$ cat src/rtl/regfile_wb_arbiter_if.sv
// Writeback request bus between the two writeback producers (ALU result and
// memory load) and the register-file write-port arbiter.
//
// Handshake: a producer raises *_valid with *_addr/*_data and holds all three
// steady until the cycle in which *_ready is also 1; that cycle is the transfer.
// *_ready is computed by the arbiter without looking at the same producer's
// *_valid, so a producer may sample ready before deciding to request.
//
// Modports:
//   master - a writeback producer side (drives valid/addr/data, sees ready)
//   slave  - the arbiter side (sees valid/addr/data, drives ready)
interface regfile_wb_arbiter_if #(
  parameter int DATA_W = 32,
  parameter int ADDR_W = 4
);
  logic              alu_valid;
  logic [ADDR_W-1:0] alu_addr;
  logic [DATA_W-1:0] alu_data;
  logic              alu_ready;
  logic              mem_valid;
  logic [ADDR_W-1:0] mem_addr;
  logic [DATA_W-1:0] mem_data;
  logic              mem_ready;

  modport master (
    output alu_valid, alu_addr, alu_data,
    output mem_valid, mem_addr, mem_data,
    input  alu_ready, mem_ready
  );

  modport slave (
    input  alu_valid, alu_addr, alu_data,
    input  mem_valid, mem_addr, mem_data,
    output alu_ready, mem_ready
  );
endinterface

$ cat src/rtl/regfile_wb_arbiter.sv
// regfile_wb_arbiter
// Shares the register file's single write port between ALU writeback and
// memory-load writeback, and keeps a pending-write scoreboard for R0-R14 so
// decode can stall on read-after-write hazards.
//
// Ports:
//   clk, reset          clock; asynchronous active-high reset
//   wb (slave)          ALU and MEM writeback requests with valid/ready
//   iss_valid/iss_addr  decode issues an instruction that will write iss_addr
//   chk_a1/chk_a2       source registers of the instruction in decode
//   hazard              a source register has a pending write (combinational)
//   we3/wa3/wd3         registered regfile write port
//   err_r15             one-cycle pulse: an accepted write to R15 was dropped
//   stat_conflict/stat_r15  (only with RF_ARB_STATS_EN) saturating counters of
//                       contended cycles and dropped R15 writes
//
// Optional feature macro: RF_ARB_STATS_EN.
//
// The arbiter is stateless apart from the streak counter, which counts
// consecutive contended cycles won by MEM. STARVE_MAX must be at least 1.
module regfile_wb_arbiter #(
  parameter int DATA_W     = 32,
  parameter int ADDR_W     = 4,
  parameter int STARVE_MAX = 3
) (
  input  logic              clk,
  input  logic              reset,
  regfile_wb_arbiter_if.slave wb,
  input  logic              iss_valid,
  input  logic [ADDR_W-1:0] iss_addr,
  input  logic [ADDR_W-1:0] chk_a1,
  input  logic [ADDR_W-1:0] chk_a2,
  output logic              hazard,
  output logic              we3,
  output logic [ADDR_W-1:0] wa3,
  output logic [DATA_W-1:0] wd3,
  output logic              err_r15
`ifdef RF_ARB_STATS_EN
  ,
  output logic [15:0]       stat_conflict,
  output logic [15:0]       stat_r15
`endif
);

  localparam int              NREG = (1 << ADDR_W) - 1;
  localparam logic [ADDR_W-1:0] R15 = '1;
  localparam int              SW   = $clog2(STARVE_MAX + 1);
  localparam logic [SW-1:0]   SMAX = SW'(STARVE_MAX);

  logic [SW-1:0]     streak;
  logic [NREG-1:0]   pend;
  logic [NREG-1:0]   pend_set;
  logic [NREG-1:0]   pend_clr;

  logic              contended;
  logic              alu_turn;
  logic              alu_acc;
  logic              mem_acc;
  logic              acc;
  logic              acc_r15;
  logic              acc_wr;
  logic [ADDR_W-1:0] acc_addr;
  logic [DATA_W-1:0] acc_data;

  // Each ready is what that requester would get if it were valid, so it only
  // looks at the other side's valid. When both are valid exactly one ready is
  // high; with neither valid both may be high, which transfers nothing.
  assign contended    = wb.alu_valid && wb.mem_valid;
  assign alu_turn     = (streak >= SMAX);
  assign wb.alu_ready = !wb.mem_valid || alu_turn;
  assign wb.mem_ready = !wb.alu_valid || !alu_turn;

  assign alu_acc  = wb.alu_valid && wb.alu_ready;
  assign mem_acc  = wb.mem_valid && wb.mem_ready;
  assign acc      = alu_acc || mem_acc;
  assign acc_addr = alu_acc ? wb.alu_addr : wb.mem_addr;
  assign acc_data = alu_acc ? wb.alu_data : wb.mem_data;
  assign acc_r15  = acc && (acc_addr == R15);
  assign acc_wr   = acc && (acc_addr != R15);

  // Streak of contended MEM wins; any ALU win restarts it, uncontended MEM
  // grants leave it alone. It never exceeds SMAX because MEM cannot win a
  // contended cycle once it reaches SMAX.
  always_ff @(posedge clk or posedge reset) begin
    if (reset) begin
      streak <= '0;
    end else if (alu_acc) begin
      streak <= '0;
    end else if (mem_acc && contended && (streak < SMAX)) begin
      streak <= streak + 1'b1;
    end
  end

  always_comb begin
    pend_set = '0;
    pend_clr = '0;
    if (iss_valid && (iss_addr != R15)) pend_set[iss_addr] = 1'b1;
    if (acc_wr)                         pend_clr[acc_addr] = 1'b1;
  end

  // Clear is applied first so a same-cycle issue to the register wins.
  always_ff @(posedge clk or posedge reset) begin
    if (reset) pend <= '0;
    else       pend <= (pend & ~pend_clr) | pend_set;
  end

  // The register is cleared on its accept edge; the regfile writes mid-cycle
  // on the following negedge, so decode can read it without stalling.
  always_comb begin
    hazard = 1'b0;
    if ((chk_a1 != R15) && pend[chk_a1]) hazard = 1'b1;
    if ((chk_a2 != R15) && pend[chk_a2]) hazard = 1'b1;
  end

  // wa3/wd3 only move on a real write, so they hold across idle and R15 cycles.
  always_ff @(posedge clk or posedge reset) begin
    if (reset) begin
      we3     <= 1'b0;
      wa3     <= '0;
      wd3     <= '0;
      err_r15 <= 1'b0;
    end else begin
      we3     <= acc_wr;
      err_r15 <= acc_r15;
      if (acc_wr) begin
        wa3 <= acc_addr;
        wd3 <= acc_data;
      end
    end
  end

`ifdef RF_ARB_STATS_EN
  always_ff @(posedge clk or posedge reset) begin
    if (reset) begin
      stat_conflict <= '0;
      stat_r15      <= '0;
    end else begin
      if (contended && (stat_conflict != 16'hFFFF)) stat_conflict <= stat_conflict + 16'd1;
      if (acc_r15 && (stat_r15 != 16'hFFFF))        stat_r15      <= stat_r15 + 16'd1;
    end
  end
`endif

endmodule

$ cat src/flat_wrapper.sv
// flat-port wrapper written by rule: the top's interface ports become plain ports
module regfile_wb_arbiter_flat 
#(
  parameter int DATA_W     = 32,
  parameter int ADDR_W     = 4,
  parameter int STARVE_MAX = 3
)
  (clk, reset, iss_valid, iss_addr, chk_a1, chk_a2, hazard, we3, wa3, wd3, err_r15, wb_alu_valid, wb_alu_addr, wb_alu_data, wb_mem_valid, wb_mem_addr, wb_mem_data, wb_alu_ready, wb_mem_ready);
  regfile_wb_arbiter_if #(.DATA_W(DATA_W), .ADDR_W(ADDR_W)) wb_i ();
  input  logic clk;
  input  logic reset;
  input  logic iss_valid;
  input  logic [ADDR_W-1:0] iss_addr;
  input  logic [ADDR_W-1:0] chk_a1;
  input  logic [ADDR_W-1:0] chk_a2;
  output logic hazard;
  output logic we3;
  output logic [ADDR_W-1:0] wa3;
  output logic [DATA_W-1:0] wd3;
  output logic err_r15;
  input wire logic [$bits(wb_i.alu_valid)-1:0] wb_alu_valid;
  input wire logic [$bits(wb_i.alu_addr)-1:0] wb_alu_addr;
  input wire logic [$bits(wb_i.alu_data)-1:0] wb_alu_data;
  input wire logic [$bits(wb_i.mem_valid)-1:0] wb_mem_valid;
  input wire logic [$bits(wb_i.mem_addr)-1:0] wb_mem_addr;
  input wire logic [$bits(wb_i.mem_data)-1:0] wb_mem_data;
  output wire logic [$bits(wb_i.alu_ready)-1:0] wb_alu_ready;
  output wire logic [$bits(wb_i.mem_ready)-1:0] wb_mem_ready;
  assign wb_i.alu_valid = wb_alu_valid;
  assign wb_i.alu_addr = wb_alu_addr;
  assign wb_i.alu_data = wb_alu_data;
  assign wb_i.mem_valid = wb_mem_valid;
  assign wb_i.mem_addr = wb_mem_addr;
  assign wb_i.mem_data = wb_mem_data;
  assign wb_alu_ready = wb_i.alu_ready;
  assign wb_mem_ready = wb_i.mem_ready;
  regfile_wb_arbiter #(.DATA_W(DATA_W), .ADDR_W(ADDR_W), .STARVE_MAX(STARVE_MAX)) u_core (.clk(clk), .reset(reset), .wb(wb_i), .iss_valid(iss_valid), .iss_addr(iss_addr), .chk_a1(chk_a1), .chk_a2(chk_a2), .hazard(hazard), .we3(we3), .wa3(wa3), .wd3(wd3), .err_r15(err_r15));
endmodule
$ cat config.mk
export PLATFORM = sky130hd
export DESIGN_NAME = regfile_wb_arbiter_flat
export DESIGN_NICKNAME = d
export VERILOG_FILES = /design/src/rtl/regfile_wb_arbiter_if.sv /design/src/rtl/regfile_wb_arbiter.sv /design/src/flat_wrapper.sv
export SDC_FILE = /design/constraint.sdc
export NUM_CORES = 1
export LEC_CHECK = 0
export BUFFER_PORTS_ARGS = -buffer_cell sky130_fd_sc_hd__buf_4
export CELL_PAD_IN_SITES_DETAIL_PLACEMENT = 1
export CELL_PAD_IN_SITES_GLOBAL_PLACEMENT = 1
export CORE_ASPECT_RATIO = 0.75
export CORE_MARGIN = 3
export CORE_UTILIZATION = 37
export DETAILED_ROUTE_END_ITERATION = 12
export GPL_ROUTABILITY_DRIVEN = 1
export PLACE_DENSITY_LB_ADDON = 0.1
export REMOVE_ABC_BUFFERS = 1
export SYNTH_ARGS = -nofsm -noshare
export SYNTH_HDL_FRONTEND = slang
export SYNTH_SLANG_ARGS = --single-unit
$ cat constraint.sdc
create_clock -name clk -period 2.46 [get_ports clk]
set_input_delay 0.123 -clock clk [delete_from_list [all_inputs] [get_ports clk]]
set_output_delay 0.123 -clock clk [all_outputs]
set_load 0.03 [all_outputs]
==> results.sh <==
export IMPL_routed_wl_mm=9.260
export IMPL_worst_pin_slew_ns=0.5958
export IMPL_htreeDepth=2
export IMPL_layoutNonFillerInstCount=498
export IMPL_ys_flop_type="dfrtp_1"
export IMPL_synth_edff_count=0
export IMPL_cp_arrival_ns=2.37
export IMPL_p_leak_nw=1.995
export IMPL_stdcell_area_um2=4395
export IMPL_placed_cell_area_um2=4223
export IMPL_dp_hpwl_mm=7.398
export IMPL_synth_seq_cells=55
export IMPL_drt_pass1_iter_count=4
export IMPL_grt_pass1_wl_mm=14.88
export IMPL_period_share=0.8963
export IMPL_dpl_cell_count=490
export IMPL_clock_root_buffer="clkbuf_16"
export IMPL_drcViolationCount=0
export IMPL_fp_row_count=28
export IMPL_synth_area_top_cells="dfrtp_1 (44%), mux2_2 (24%), mux4_2 (3.6%)"
export IMPL_nFillCells=884
export IMPL_p_sw_frac=0.3172
export IMPL_min_period_ns=2.205
export IMPL_ys_seq_area_frac=0.4402
export IMPL_post_drt_wl_per_cell_um=18.59
export IMPL_antenna_found_initial=0
export IMPL_drtAntennaViolNets=0
export IMPL_path_max_fanout=35
export IMPL_die_w_um=112.2
export IMPL_viasPerCell=5.321
export IMPL_drtIter0Drc=109
export IMPL_rsz0062_at_grt="false"
export IMPL_die_area_um2=9601
export IMPL_syn_cell_area_um2=3127
export IMPL_ys_warn_count=0
export IMPL_p_comb_frac=0.324
export IMPL_n_antenna_cell=0
export IMPL_io_pins=130
export IMPL_syn_to_final_growth_pct=40.58
export IMPL_numPortBuffers=129
export IMPL_synth_area_leader_cell="dfrtp_1"
export IMPL_slew_violations=0
export IMPL_nets=483
export IMPL_clockBufferDepth=2
export IMPL_synth_cells=261
export IMPL_syn_avg_cell_area_um2=11.98
export IMPL_ir_worst_vdd_uv=326.2
export IMPL_clock_skew_ns=0.009197
export IMPL_p_int_mw=2.000
export IMPL_setup_viol=0
export IMPL_yosys_area_top_type_share=0.4402
export IMPL_status="finished, final reports clean"
export IMPL_max_freq_mhz=453.5
export IMPL_synth_distinct_cells=44
export IMPL_grt_use_total=0.1929
export IMPL_required_ns=2.63
export IMPL_hold_class="input pin to flip-flop"
export IMPL_cts_buffers_inserted=5
export IMPL_crit_type="flip-flop to flip-flop"
export IMPL_cap_viol_max_count=0
export IMPL_insertion_delay_ns=0.29
export IMPL_coreArea_um2=8058
export IMPL_power_switching_mw=0.9288
export IMPL_grt_max_degree=36
export IMPL_clock_sinks=55
export IMPL_die_y_um=85.61
export IMPL_drive_gt1_frac=0.5700
export IMPL_end_kind="flip-flop"
export IMPL_p_seq_frac=0.403
export IMPL_post_cts_buffers=0
export IMPL_grt_pass1_vias=2786
export IMPL_vias=2650
export IMPL_clkTransAtPathRegs_ns=0.07
export IMPL_final_util=0.5455
export IMPL_cp_start_kind="flip-flop"
export IMPL_pwr_share_clk=0.272
export IMPL_hold_viol_final=0
export IMPL_async_flop_share=1.000
export IMPL_start_util=0.3880
export IMPL_globalplace_congestion=0.8994
export IMPL_cts_tree="built"
export IMPL_grt_overflow=0
export IMPL_slew_headroom=0.5986
export IMPL_powerDensity_nw_per_um2=666.3
-- per-stage QoR --
stage	power [mW]	hold WS [ns]	setup slack, ns	TNS [ns]
floorplan	1.723	0.2336	-0.5134	-17.84
CTS	2.964	0.06336	0.2448	0
detailed placement	2.156	0.06841	0.2564	0
global placement	2.123	0.06294	0.3383	0
finish	2.929	0.06713	0.2551	0
global route	3.098	0.07344	0.1043	0
-- synth_stat cells, drive strengths merged (5+ instances only) --
cell type and count:
mux2 68, dfrtp 55, inv 22, nand2 13, a221oi 12, o22ai 11, buf 10, mux4 5
nand3 5, nor2 5, nor2b 5, o21ai 5
-- power by group through the flow --
stage / clock (mW) / sequential (mW) / combinational [mW]
after floorplan: 0 / 1.33 / 0.398
after global placement: 0 / 1.19 / 0.938
after detailed placement: 0 / 1.20 / 0.959
after CTS: 0.822 / 1.18 / 0.961
after global routing: 0.872 / 1.20 / 1.02
final: 0.798 / 1.18 / 0.949
-- routing by layer --
metal  vias up  share of wire  track usage
li1       1253              -            -
met1      1291           0.45       0.2749
met2        95           0.46       0.2980
met3        11          0.081      0.05007
met4         0          0.014      0.04258
met5         -              0            0
-- cell usage in the layout (no fill, tap or decap), types with 2 or more instances in the layout --
cell	n
mux2_2	66
inv_1	19
inv_2	3
nand2_1	12
mux2i_1	4
o32ai_1	4
o21ai_0	5
o22ai_1	11
a2111oi_0	4
or4_4	2
o211ai_1	4
dfrtp_1	55
clkbuf_16	5
buf_4	134
nor2_1	5
o221ai_1	2
mux4_2	5
o22a_1	2
buf_12	2
a221oi_1	12
nand4b_1	2
nor2b_1	4
or3_1	2
nand3_1	5
nand2b_1	2
mux2_1	2
-- cells by family (layout without fill, tap and decap cells) --
group	count (synthesis)	in the layout	share of synthesized area
mux	77	77	0.2937
flops	55	55	0.4402
compound gates	53	53	0.1337
simple gates	41	41	0.07603
buf+inv	34	166	0.05242
fa+ha+maj	1	1	0.004001
-- sequential cells by signal (all words and copies together) (netlist names) --
signal / cells
u_core.wa3: 4
u_core.streak: 2
u_core.pend: 15
u_core.err_r15: 1
u_core.we3: 1
u_core.wd3: 32
-- path summary, 6_finish.rpt --
path	slack, ns	start	cells past startpoint	end
min	0.07	iss_addr[1]	2	u_core.pend[1]
max reg2reg	0.26	u_core.streak[0]	7	u_core.wd3[20]
min reg2reg	0.50	u_core.wa3[1]	1	u_core.wa3[1]
min in group asynchronous	0.32	reset	3	u_core.wd3[16]
max	0.26	u_core.streak[0]	7	u_core.wd3[20]
max in group asynchronous	1.54	reset	4	u_core.pend[13]
-- what timing repair did --
| item | 4_1_cts | 5_1_grt |
|---|---|---|
| hold endpoints to repair | 8 | 0 |
| resized for setup | 0 | 0 |
| hold buffers | 1 | 0 |
| endpoints found under the setup margin | 0 | 0 |
-- area by class of cell --
| cell class | instances | area (um^2) | area share |
|---|---|---|---|
| clock buffers | 5 | 125.1 | 0.02847 |
| clock inverters | 2 | 37.54 | 0.008540 |
| inverters | 22 | 82.58 | 0.01879 |
| multi-input cells | 172 | 1587 | 0.3609 |
| flip-flops and latches | 55 | 1376 | 0.3131 |
| well taps | 105 | 131.4 | 0.02989 |
| repair buffers | 137 | 1056 | 0.2402 |
-- critical path: stages, from the launching register on --
cell and delay (ns):
dfrtp_1 0.40, ha_1 0.25, nor2b_4 0.26, inv_2 0.16
nand2_2 0.12, buf_12 0.22, mux2_2 0.36, mux2_1 0.30
Power figures use the tool's default switching activity.
